**src/rtl/alu_multiciclo.sv**
```systemverilog
// alu_multiciclo: execution-stage ALU. Logic/add/sub finish in one cycle;
// signed mult/div iterate WIDTH steps (ITER) then a sign fix-up (FIX) and
// update HI/LO. Optional divider is enabled by defining ALU_DIV_EN; without
// it code 0100 is reported as illegal and no divider logic is built.
module alu_multiciclo #(
  parameter int WIDTH = 32
) (
  input  logic             clk,
  input  logic             rst_n,
  input  logic             start,
  input  logic [3:0]       ALU_FUN,
  input  logic [WIDTH-1:0] a,
  input  logic [WIDTH-1:0] b,
  output logic [WIDTH-1:0] result,
  output logic [WIDTH-1:0] hi,
  output logic [WIDTH-1:0] lo,
  output logic             zero,
  output logic             ovf,
  output logic             div_zero,
  output logic             illegal,
  output logic             busy,
  output logic             done
);

  localparam logic [3:0] OP_ADD  = 4'b0001;
  localparam logic [3:0] OP_SUB  = 4'b0010;
  localparam logic [3:0] OP_MULT = 4'b0011;
  localparam logic [3:0] OP_AND  = 4'b0101;
  localparam logic [3:0] OP_OR   = 4'b0110;
  localparam logic [3:0] OP_NOR  = 4'b0111;
  localparam logic [3:0] OP_XOR  = 4'b1000;
  localparam logic [3:0] OP_NOT  = 4'b1001;
  localparam logic [3:0] OP_NAND = 4'b1010;
  localparam logic [3:0] OP_JR   = 4'b1011;
`ifdef ALU_DIV_EN
  localparam logic [3:0] OP_DIV  = 4'b0100;
`endif

  typedef enum logic [1:0] {IDLE = 2'd0, ITER = 2'd1, FIX = 2'd2} state_t;

  state_t             state_q, state_d;
  logic [5:0]         cnt_q, cnt_d;
  // acc: mult -> {partial hi, multiplier/low product}; div -> {remainder, dividend/quotient}
  logic [2*WIDTH-1:0] acc_q, acc_d;
  logic [WIDTH-1:0]   opnd_q, opnd_d;
  logic               neg_q, neg_d;
`ifdef ALU_DIV_EN
  logic               is_div_q, is_div_d;
  logic               neg_rem_q, neg_rem_d;
`endif
  logic [WIDTH-1:0]   result_q, result_d, hi_q, hi_d, lo_q, lo_d;
  logic               zero_q, zero_d, ovf_q, ovf_d, dz_q, dz_d;
  logic               ill_q, ill_d, done_q, done_d;

  logic               is_mult, launch;
  logic [WIDTH-1:0]   abs_a, abs_b, add_r, sub_r;
  logic [WIDTH:0]     mul_sum;
  logic [2*WIDTH-1:0] mul_next, prod_fix;

  assign is_mult  = (ALU_FUN == OP_MULT);
  assign abs_a    = a[WIDTH-1] ? -a : a;
  assign abs_b    = b[WIDTH-1] ? -b : b;
  assign add_r    = a + b;
  assign sub_r    = a - b;

  // One shift-add step: add multiplicand when LSB set, then shift right with carry.
  assign mul_sum  = {1'b0, acc_q[2*WIDTH-1:WIDTH]} +
                    {1'b0, (acc_q[0] ? opnd_q : {WIDTH{1'b0}})};
  assign mul_next = {mul_sum, acc_q[WIDTH-1:1]};
  assign prod_fix = neg_q ? -acc_q : acc_q;

`ifdef ALU_DIV_EN
  logic             is_div_op, b_zero;
  logic [WIDTH:0]   r_sh, div_diff;
  logic [2*WIDTH-1:0] div_next;
  logic [WIDTH-1:0] quo_fix, rem_fix;

  assign is_div_op = (ALU_FUN == OP_DIV);
  assign b_zero    = (b == {WIDTH{1'b0}});
  assign launch    = start & (is_mult | (is_div_op & ~b_zero));
  // Restoring step: shift next dividend bit into remainder, keep the difference if non-negative.
  assign r_sh      = {acc_q[2*WIDTH-1:WIDTH], acc_q[WIDTH-1]};
  assign div_diff  = r_sh - {1'b0, opnd_q};
  assign div_next  = div_diff[WIDTH] ? {r_sh[WIDTH-1:0], acc_q[WIDTH-2:0], 1'b0}
                                     : {div_diff[WIDTH-1:0], acc_q[WIDTH-2:0], 1'b1};
  assign quo_fix   = neg_q ? -acc_q[WIDTH-1:0] : acc_q[WIDTH-1:0];
  assign rem_fix   = neg_rem_q ? -acc_q[2*WIDTH-1:WIDTH] : acc_q[2*WIDTH-1:WIDTH];
`else
  assign launch    = start & is_mult;
`endif

  // Single-cycle result and flags for the current code.
  logic [WIDTH-1:0] sc_res;
  logic             sc_ovf, sc_ill;
  always_comb begin
    sc_res = '0;
    sc_ovf = 1'b0;
    sc_ill = 1'b0;
    case (ALU_FUN)
      OP_ADD: begin
        sc_res = add_r;
        sc_ovf = (a[WIDTH-1] == b[WIDTH-1]) && (add_r[WIDTH-1] != a[WIDTH-1]);
      end
      OP_SUB: begin
        sc_res = sub_r;
        sc_ovf = (a[WIDTH-1] != b[WIDTH-1]) && (sub_r[WIDTH-1] != a[WIDTH-1]);
      end
      OP_AND:  sc_res = a & b;
      OP_OR:   sc_res = a | b;
      OP_NOR:  sc_res = ~(a | b);
      OP_XOR:  sc_res = a ^ b;
      OP_NOT:  sc_res = ~a;
      OP_NAND: sc_res = ~(a & b);
      OP_JR:   sc_res = a;
      default: sc_ill = 1'b1;
    endcase
  end

  // State register.
  always_ff @(posedge clk or negedge rst_n) begin
    if (!rst_n) state_q <= IDLE;
    else        state_q <= state_d;
  end

  // Next-state: long ops walk IDLE -> ITER (WIDTH steps) -> FIX -> IDLE.
  always_comb begin
    state_d = state_q;
    case (state_q)
      IDLE:    if (launch) state_d = ITER;
      ITER:    if (cnt_q == 6'(WIDTH-1)) state_d = FIX;
      FIX:     state_d = IDLE;
      default: state_d = IDLE;
    endcase
  end

  // FSM outputs.
  always_comb begin
    busy = (state_q != IDLE);
  end

  // Datapath next-state: operand latch, iteration step, result/flag writeback.
  always_comb begin
    cnt_d    = cnt_q;
    acc_d    = acc_q;
    opnd_d   = opnd_q;
    neg_d    = neg_q;
`ifdef ALU_DIV_EN
    is_div_d  = is_div_q;
    neg_rem_d = neg_rem_q;
`endif
    result_d = result_q;
    hi_d     = hi_q;
    lo_d     = lo_q;
    zero_d   = zero_q;
    ovf_d    = ovf_q;
    dz_d     = dz_q;
    ill_d    = ill_q;
    done_d   = 1'b0;
    case (state_q)
      IDLE: begin
        if (start) begin
          if (is_mult) begin
            cnt_d  = '0;
            opnd_d = abs_a;
            acc_d  = {{WIDTH{1'b0}}, abs_b};
            neg_d  = a[WIDTH-1] ^ b[WIDTH-1];
`ifdef ALU_DIV_EN
            is_div_d = 1'b0;
          end else if (is_div_op && !b_zero) begin
            cnt_d     = '0;
            opnd_d    = abs_b;
            acc_d     = {{WIDTH{1'b0}}, abs_a};
            neg_d     = a[WIDTH-1] ^ b[WIDTH-1];
            neg_rem_d = a[WIDTH-1];
            is_div_d  = 1'b1;
          end else if (is_div_op) begin
            // Divide by zero resolves immediately.
            lo_d     = '1;
            hi_d     = a;
            result_d = '1;
            zero_d   = 1'b0;
            ovf_d    = 1'b0;
            dz_d     = 1'b1;
            ill_d    = 1'b0;
            done_d   = 1'b1;
`endif
          end else begin
            result_d = sc_res;
            zero_d   = (sc_res == '0);
            ovf_d    = sc_ovf;
            ill_d    = sc_ill;
            dz_d     = 1'b0;
            done_d   = 1'b1;
          end
        end
      end
      ITER: begin
        cnt_d = cnt_q + 6'd1;
`ifdef ALU_DIV_EN
        acc_d = is_div_q ? div_next : mul_next;
`else
        acc_d = mul_next;
`endif
      end
      FIX: begin
`ifdef ALU_DIV_EN
        if (is_div_q) begin
          hi_d = rem_fix;
          lo_d = quo_fix;
        end else begin
          hi_d = prod_fix[2*WIDTH-1:WIDTH];
          lo_d = prod_fix[WIDTH-1:0];
        end
`else
        hi_d = prod_fix[2*WIDTH-1:WIDTH];
        lo_d = prod_fix[WIDTH-1:0];
`endif
        result_d = lo_d;
        zero_d   = (lo_d == '0);
        ovf_d    = 1'b0;
        dz_d     = 1'b0;
        ill_d    = 1'b0;
        done_d   = 1'b1;
      end
      default: ;
    endcase
  end

  // Datapath registers; reset aborts any iteration and clears all outputs.
  always_ff @(posedge clk or negedge rst_n) begin
    if (!rst_n) begin
      cnt_q     <= '0;
      acc_q     <= '0;
      opnd_q    <= '0;
      neg_q     <= 1'b0;
`ifdef ALU_DIV_EN
      is_div_q  <= 1'b0;
      neg_rem_q <= 1'b0;
`endif
      result_q  <= '0;
      hi_q      <= '0;
      lo_q      <= '0;
      zero_q    <= 1'b0;
      ovf_q     <= 1'b0;
      dz_q      <= 1'b0;
      ill_q     <= 1'b0;
      done_q    <= 1'b0;
    end else begin
      cnt_q     <= cnt_d;
      acc_q     <= acc_d;
      opnd_q    <= opnd_d;
      neg_q     <= neg_d;
`ifdef ALU_DIV_EN
      is_div_q  <= is_div_d;
      neg_rem_q <= neg_rem_d;
`endif
      result_q  <= result_d;
      hi_q      <= hi_d;
      lo_q      <= lo_d;
      zero_q    <= zero_d;
      ovf_q     <= ovf_d;
      dz_q      <= dz_d;
      ill_q     <= ill_d;
      done_q    <= done_d;
    end
  end

  assign result   = result_q;
  assign hi       = hi_q;
  assign lo       = lo_q;
  assign zero     = zero_q;
  assign ovf      = ovf_q;
  assign div_zero = dz_q;
  assign illegal  = ill_q;
  assign done     = done_q;

endmodule

```
**config.mk**
```make
export PLATFORM = sky130hd
export DESIGN_NAME = alu_multiciclo
export DESIGN_NICKNAME = d
export VERILOG_FILES = /design/src/rtl/alu_multiciclo.sv
export SDC_FILE = /design/constraint.sdc
export NUM_CORES = 1
export LEC_CHECK = 0
export ABC_AREA = 1
export CAP_MARGIN = 20
export CORE_MARGIN = 5
export CORE_UTILIZATION = 35
export DETAILED_ROUTE_END_ITERATION = 7
export PLACE_DENSITY_LB_ADDON = 0.2
export SLEW_MARGIN = 10
export SYNTH_ARGS = -nofsm -noshare
export SYNTH_HDL_FRONTEND = slang
export SYNTH_SLANG_ARGS = --single-unit
```
**constraint.sdc**
```tcl
create_clock -name clk -period 7.3 [get_ports clk]
set_clock_uncertainty 0.05 [all_clocks]
set_input_delay 1.46 -clock clk [delete_from_list [all_inputs] [get_ports clk]]
set_output_delay 1.46 -clock clk [all_outputs]
set_load 0.01 [all_outputs]
```
==> impl_metrics.json, run 1 <==
{
  "routabilityCongestion": 1.06,
  "drc_errors": 0,
  "fin_setup_tns_ps": 0,
  "grt_pass1_wl_mm": 130,
  "top_usage_layer": "met2",
  "synth_edf_count": 0,
  "critPathKind": "in -> reg",
  "routed_wl_mm": 87.1,
  "clockRootBuffer": "clkbuf_16",
  "min_to": "lo[0]",
  "combinationalPowerShare": 0.423,
  "setup_violations": 0,
  "route.detailed.wl_per_inst_um": 21.2,
  "end_kind": "flop",
  "p_int_mw": 2.74,
  "hold_slack_ps": 426,
  "initial_utilization": 0.353,
  "syn_avg_cell_area_um2": 6.21,
  "critPathRequiredTime_ps": 7720,
  "vias": 22000,
  "globalRouteMet1Util": 0.358,
  "use_met3": 0.0329,
  "ant_nets": 0,
  "clk_latency_ps": 540,
  "layout_setup_ws_ps": 2480,
  "switchingPower_mw": 2.10,
  "slew_viol_final": 0,
  "holdBufCountCts": 0,
  "period_needed_ps": 4820,
  "num-nets-final": 3534,
  "viasPerCell": 5.37,
  "grt_overflow": 0,
  "antenna_found_initial": 5,
  "core_area_mm2": 0.0565,
  "pre_cts_ws_ps": 2020,
  "r2r_slack_ps": 3980,
  "drtIter0Drc": 2413,
  "worstPathArrival_ps": 5240,
  "hold_class": "reg -> reg",
  "grt_max_degree": 138,
  "max_freq_ghz": 0.207,
  "path_clk_slew_ps": 70,
  "io_buffers": 171,
  "rsz0062_at_grt": "false",
  "cts_made_buffers": 23,
  "die_h_um": 249,
  "tightest_slew_ps": 1180,
  "syn-cell-area_mm2": 0.0200,
  "clockBufferDepth": 3,
  "cts_tree": "yes",
  "powerDensity_mw_per_mm2": 208,
  "first_global_vias": 20400,
  "reg2reg_from": "acc_q[0]",
  "syn_nets": 3419,
  "post_cts.repair.setup_buffers": 0,
  "synth_flop_cell": "dfrtp_1",
  "syn_inst": 3214,
  "ys_seq_area_frac": 0.257,
  "sw_frac_of_total": 0.434,
  "htreeDepth": 1,
  "timing.final.crit_share": 0.661,
  "grtUsageMet2": 0.443,
  "synth_seq_cells": 205,
  "syn_to_final_growth_pct": 16.3,
  "async_reset_ff_frac": 1.00,
  "nFillCells": 6120,
  "rows": 87,
  "dieWidth_um": 249,
  "hp-start": "lo[0]",
  "cp-start-kind": "input port",
  "synth_area_leaders": "dfrtp_1, nand2_1, inv_1",
  "hold_viol": 0,
  "hold_depth": 2,
  "status": "finished, final reports clean",
  "ctsResizeCount": 0,
  "die-area_mm2": 0.0619,
  "max_slew_margin": 0.214,
  "seq_power_share": 0.309,
  "synth_top_cell_by_area": "dfrtp_1",
  "clkPwrFrac": 0.268,
  "p_total_mw": 4.84,
  "place_inst": 4060,
  "synth_top_area_share": 0.257,
  "ir_drop_v": 0.000171,
  "pin_count": 173,
  "hpwl_mm": 70.1,
  "yosysWarnings": 0,
  "crit_fanout": 9,
  "stdcell_count": 4106,
  "synth_cell_types": 59,
  "drive_gt1_frac": 0.0347,
  "firstDrtPassIters": 6,
  "max_cap_viol_count": 0,
  "cts_sinks": 205,
  "reg2reg_to": "zero",
  "grt_usage": 0.267,
  "r2r_cells": 15,
  "leakagePower_nw": 11.9
}
## flip-flops by register name (all words and copies together) (netlist names)
register and cells:
lo 32, hi 32, acc_q 64, result 32, zero 1, neg_q 1, opnd_q 32, done 1
state_q 2, ovf 1, cnt_q 6, illegal 1
## final cells by class
type | instances | area, µm² | area share
multi-input combinational | 2458 | 12700 | 0.548
sequential | 205 | 5130 | 0.221
timing repair buffer | 194 | 1900 | 0.0819
inverter | 447 | 1680 | 0.0722
tap | 756 | 946 | 0.0407
clock buffer | 28 | 644 | 0.0277
clock inverter | 14 | 190 | 0.00819
antenna | 4 | 10.0 | 0.000431
## metrics by stage
step	area, µm²	utilization
2_1_floorplan	20000	-
3_3_place_gp	22400	0.396
3_5_place_dp	22400	0.396
4_1_cts	23200	0.411
5_1_grt	23200	0.411
6_report	23200	0.411
## worst max path at each step
stage           end  from  slack (ps)  cells past startpoint
2_1_floorplan  zero  a[0]        3780                     19
3_3_place_gp   zero  b[8]        2030                     17
3_5_place_dp   zero  b[9]        2020                     17
4_1_cts        zero  b[9]        2580                     17
5_1_grt        zero  a[2]        2360                     17
6_report       zero  b[9]        2480                     17
## Yosys cell counts, types with 7 or more instances
master    instances
a21oi_1         122
a31oi_1          13
buf_2            33
clkbuf_1         57
dfrtp_1         205
ha_1            131
inv_1           437
nand2_1         990
nand3_1         270
nand4_1          46
nor2_1          326
nor2_2            8
nor3_1           46
nor4_1           21
o211ai_1         18
o21ai_0         179
o21ai_1          12
o21bai_1         13
o221ai_1         31
o22ai_1          41
or2_2             7
xnor2_1          17
xor2_1           96
## cells in the final DEF (no fill, tap or decap), drive strengths merged, types with 5 or more instances in the layout
| cell type | synthesis | final |
|---|---|---|
| o211ai | 18 | 18 |
| buf | 46 | 24 |
| inv | 443 | 444 |
| or2 | 9 | 9 |
| xor2 | 96 | 96 |
| o2111ai | 5 | 5 |
| o22ai | 41 | 41 |
| o21ai | 195 | 195 |
| nor3 | 52 | 52 |
| a31oi | 13 | 13 |
| o221ai | 31 | 31 |
| a211oi | 5 | 5 |
| dfrtp | 205 | 205 |
| ha | 131 | 131 |
| clkdlybuf4s50 | 0 | 170 |
| nand3 | 272 | 272 |
| nand4 | 46 | 46 |
| nor4 | 21 | 21 |
| nor2 | 335 | 335 |
| o21a | 5 | 5 |
| nand2 | 994 | 994 |
| o21bai | 13 | 13 |
| clkinv | 4 | 11 |
| clkbuf | 58 | 28 |
| xnor2 | 17 | 17 |
| nand3b | 6 | 6 |
| a21oi | 127 | 127 |
## critical path, cell delays in order
cell             delay, ps
clkdlybuf4s50_1        740
inv_1                  140
ha_1                   480
nand2_1                220
nor2_1                 320
nand3_1                190
nand3_1                230
nand2_1                 80
nand3_1                140
nand3_1                 90
nor2_1                 400
nand2_1                100
nor2_1                 170
nand3_1                100
nor3_1                 150
nand2_1                 80
a21oi_1                130
## routing by layer
| metal | up-vias | wire [µm] |
|---|---|---|
| met5 | - | 33 |
| met4 | 4 | 4010 |
| met3 | 190 | 6580 |
| met2 | 987 | 39800 |
| met1 | 10200 | 36700 |
| li1 | 10600 | - |
## kinds of logic after synthesis
group           after synthesis  synth area share
compound gates              471             0.138
other cells                   1          0.000188
fa+ha+maj                   134            0.0851
xor+xnor                    113            0.0496
buf+inv                     551             0.107
flops                       205             0.257
simple gates               1739             0.363
## power by group through the flow
stage                     logic (mW)  registers [mW]  clock network [mW]
after detailed placement        2.01            1.51                   0
after floorplan                 1.30            1.46                   0
after global placement          2.01            1.51                   0
final                           2.05            1.49                1.29
after CTS                       2.02            1.49                1.31
after global routing            2.25            1.52                1.35
No activity file was read; power rests on OpenSTA's default activity.
==> run 2, diff against run 1 <==
==> constraint.sdc (replaced) <==
create_clock -name clk -period 4.1 [get_ports clk]
set_clock_uncertainty 0.05 [all_clocks]
set_input_delay 0.82 -clock clk [delete_from_list [all_inputs] [get_ports clk]]
set_output_delay 0.82 -clock clk [all_outputs]
set_load 0.01 [all_outputs]
==> impl_metrics.json, run 2 (synthesis results as in run 1) <==
{
  "status": "finished, final reports clean",
  "layout_setup_ws_ps": 209,
  "cts_made_buffers": 23,
  "die-area_mm2": 0.0619,
  "ctsResizeCount": 0,
  "critPathBufInv": 4,
  "holdBufCountCts": 0,
  "max_cap_viol_count": 0,
  "timing.final.crit_share": 0.949,
  "num-nets-final": 3802,
  "reg2reg_from": "acc_q[0]",
  "max_slew_margin": 0.316,
  "layout_common_cells": "nand2_1, inv_1, nor2_1, buf_4, nand3_1",
  "pre_cts_ws_ps": -257,
  "hold_class": "in -> async",
  "critical_path.startpoint": "a[13]",
  "cts_sinks": 205,
  "end_kind": "flop",
  "fin_setup_tns_ps": 0,
  "die_h_um": 249,
  "hold_slack_ps": 275,
  "syn_to_final_growth_pct": 26.1,
  "critPathMaxStageDelay_ps": 520,
  "period_needed_ps": 3890,
  "firstDrtPassIters": 6,
  "pin_count": 173,
  "mostFrequentLayoutCell": "nand2_1",
  "post_cts.repair.setup_buffers": 0,
  "ant_nets": 0,
  "clockRootBuffer": "clkbuf_16",
  "drtIter0Drc": 2317,
  "critPathSlowestCell": "clkdlybuf4s50_1",
  "vias": 22800,
  "setup_violations": 0,
  "first_global_vias": 21900,
  "rows": 87,
  "clk_latency_ps": 530,
  "path_cells": "clkdlybuf4s50_1 -> inv_1 -> ha_1 -> nand2_1 -> nor2_1 -> inv_1 -> nor3_1 -> nand2_1 -> a21oi_1 -> nor2_1 -> nor2_1 -> nand2_1 -> nor2_1 -> nand2_1 -> nor3_1 -> buf_4 -> nand2_1 -> a21oi_1",
  "path_clk_slew_ps": 60,
  "core_area_mm2": 0.0565,
  "leakagePower_nw": 13.1,
  "largest_register_ffs": 64,
  "tightest_slew_ps": 1020,
  "nFillCells": 6073,
  "drive_gt1_frac": 0.105,
  "hold_viol": 0,
  "clockBufferDepth": 3,
  "dieWidth_um": 249,
  "rsz0062_at_grt": "false",
  "postPlaceCellArea_mm2": 0.0245,
  "powerDensity_mw_per_mm2": 343,
  "max_freq_ghz": 0.257,
  "max_flop_register": "acc_q",
  "initial_utilization": 0.353,
  "antenna_found_initial": 0,
  "ir_drop_v": 0.000269,
  "final_util": 0.446,
  "grt_usage": 0.282,
  "io_buffers": 171,
  "crit_fanout": 9,
  "drc_errors": 0,
  "cts_tree": "yes",
  "critPathRequiredTime_ps": 4510,
  "cp_common_cell": "nand2_1",
  "p_total_mw": 8.64,
  "place_inst": 4328,
  "insertedDiodeCount": 0,
  "grt_max_degree": 100,
  "r2r_slack_ps": 860,
  "routabilityCongestion": 1.00,
  "hpwl_mm": 75.6,
  "critical-path-top-delay-family": "simple AND/OR/NAND/NOR gates",
  "stdcell_count": 4369,
  "viasPerCell": 5.23,
  "critPathKind": "in -> reg",
  "reg2reg_to": "hi[22]",
  "final_area_mm2": 0.0252,
  "grt_overflow": 0,
  "cp-start-kind": "input port",
  "route.detailed.wl_per_inst_um": 20.9,
  "slew_viol_final": 0,
  "routed_wl_mm": 91.1,
  "r2r_cells": 13,
  "worstPathArrival_ps": 4300,
  "htreeDepth": 1,
  "grt_pass1_wl_mm": 136
}
-- run 2: changes by cell type in the layout (fill, tap and decap cells not counted), sizes merged --
| cell | before | now |
|---|---|---|
| inv | 444 | 445 |
| bufinv | 4 | 0 |
| clkbuf | 28 | 31 |
| clkinv | 11 | 7 |
| diode | 4 | 0 |
| buf | 24 | 292 |
| clkinvlp | 2 | 5 |
-- run 2: area by class of cell --
class	instances	area [µm²]	area share
multi-input combinational	2458	12700	0.506
clock inverter	10	72.6	0.00288
timing repair buffer	462	3980	0.158
clock buffer	31	646	0.0256
inverter	447	1680	0.0666
tap	756	946	0.0376
sequential	205	5130	0.204
-- run 2: routing by layer --
metal / vias up / track usage / part of all wire
met4: 0 / 0.130 / 0.056
met5: - / 0 / 0
met3: 194 / 0.0237 / 0.062
met1: 10600 / 0.368 / 0.42
met2: 870 / 0.476 / 0.46
li1: 11100 / - / -
-- run 2: report_power, final --
group | leakage [nW] | internal [mW] | switching [mW] | total, mW
clock network | 0.340 | 1.11 | 0.895 | 2.01
registers | 2.55 | 2.32 | 0.351 | 2.68
logic | 10.2 | 1.41 | 2.54 | 3.95
total | 13.1 | 4.85 | 3.79 | 8.64
-- run 2: worst max-delay path by stage --
stage | slack (ps) | endpoint | cells after the start
floorplan | 1220 | zero | 19
global placement | -210 | zero | 18
detailed placement | -260 | zero | 18
CTS | 300 | zero | 18
global route | 150 | zero | 19
finish | 210 | zero | 18
==> run 3, diff against run 2 <==
--- a/config.mk
+++ b/config.mk
@@ -11,6 +11,7 @@
 export CORE_UTILIZATION = 35
 export DETAILED_ROUTE_END_ITERATION = 7
 export PLACE_DENSITY_LB_ADDON = 0.2
+export SETUP_SLACK_MARGIN = 0.1
 export SLEW_MARGIN = 10
 export SYNTH_ARGS = -nofsm -noshare
 export SYNTH_HDL_FRONTEND = slang
==> results of run 3 <==
Same layout as run 2: the final DEF is identical, and so are final timing and power.
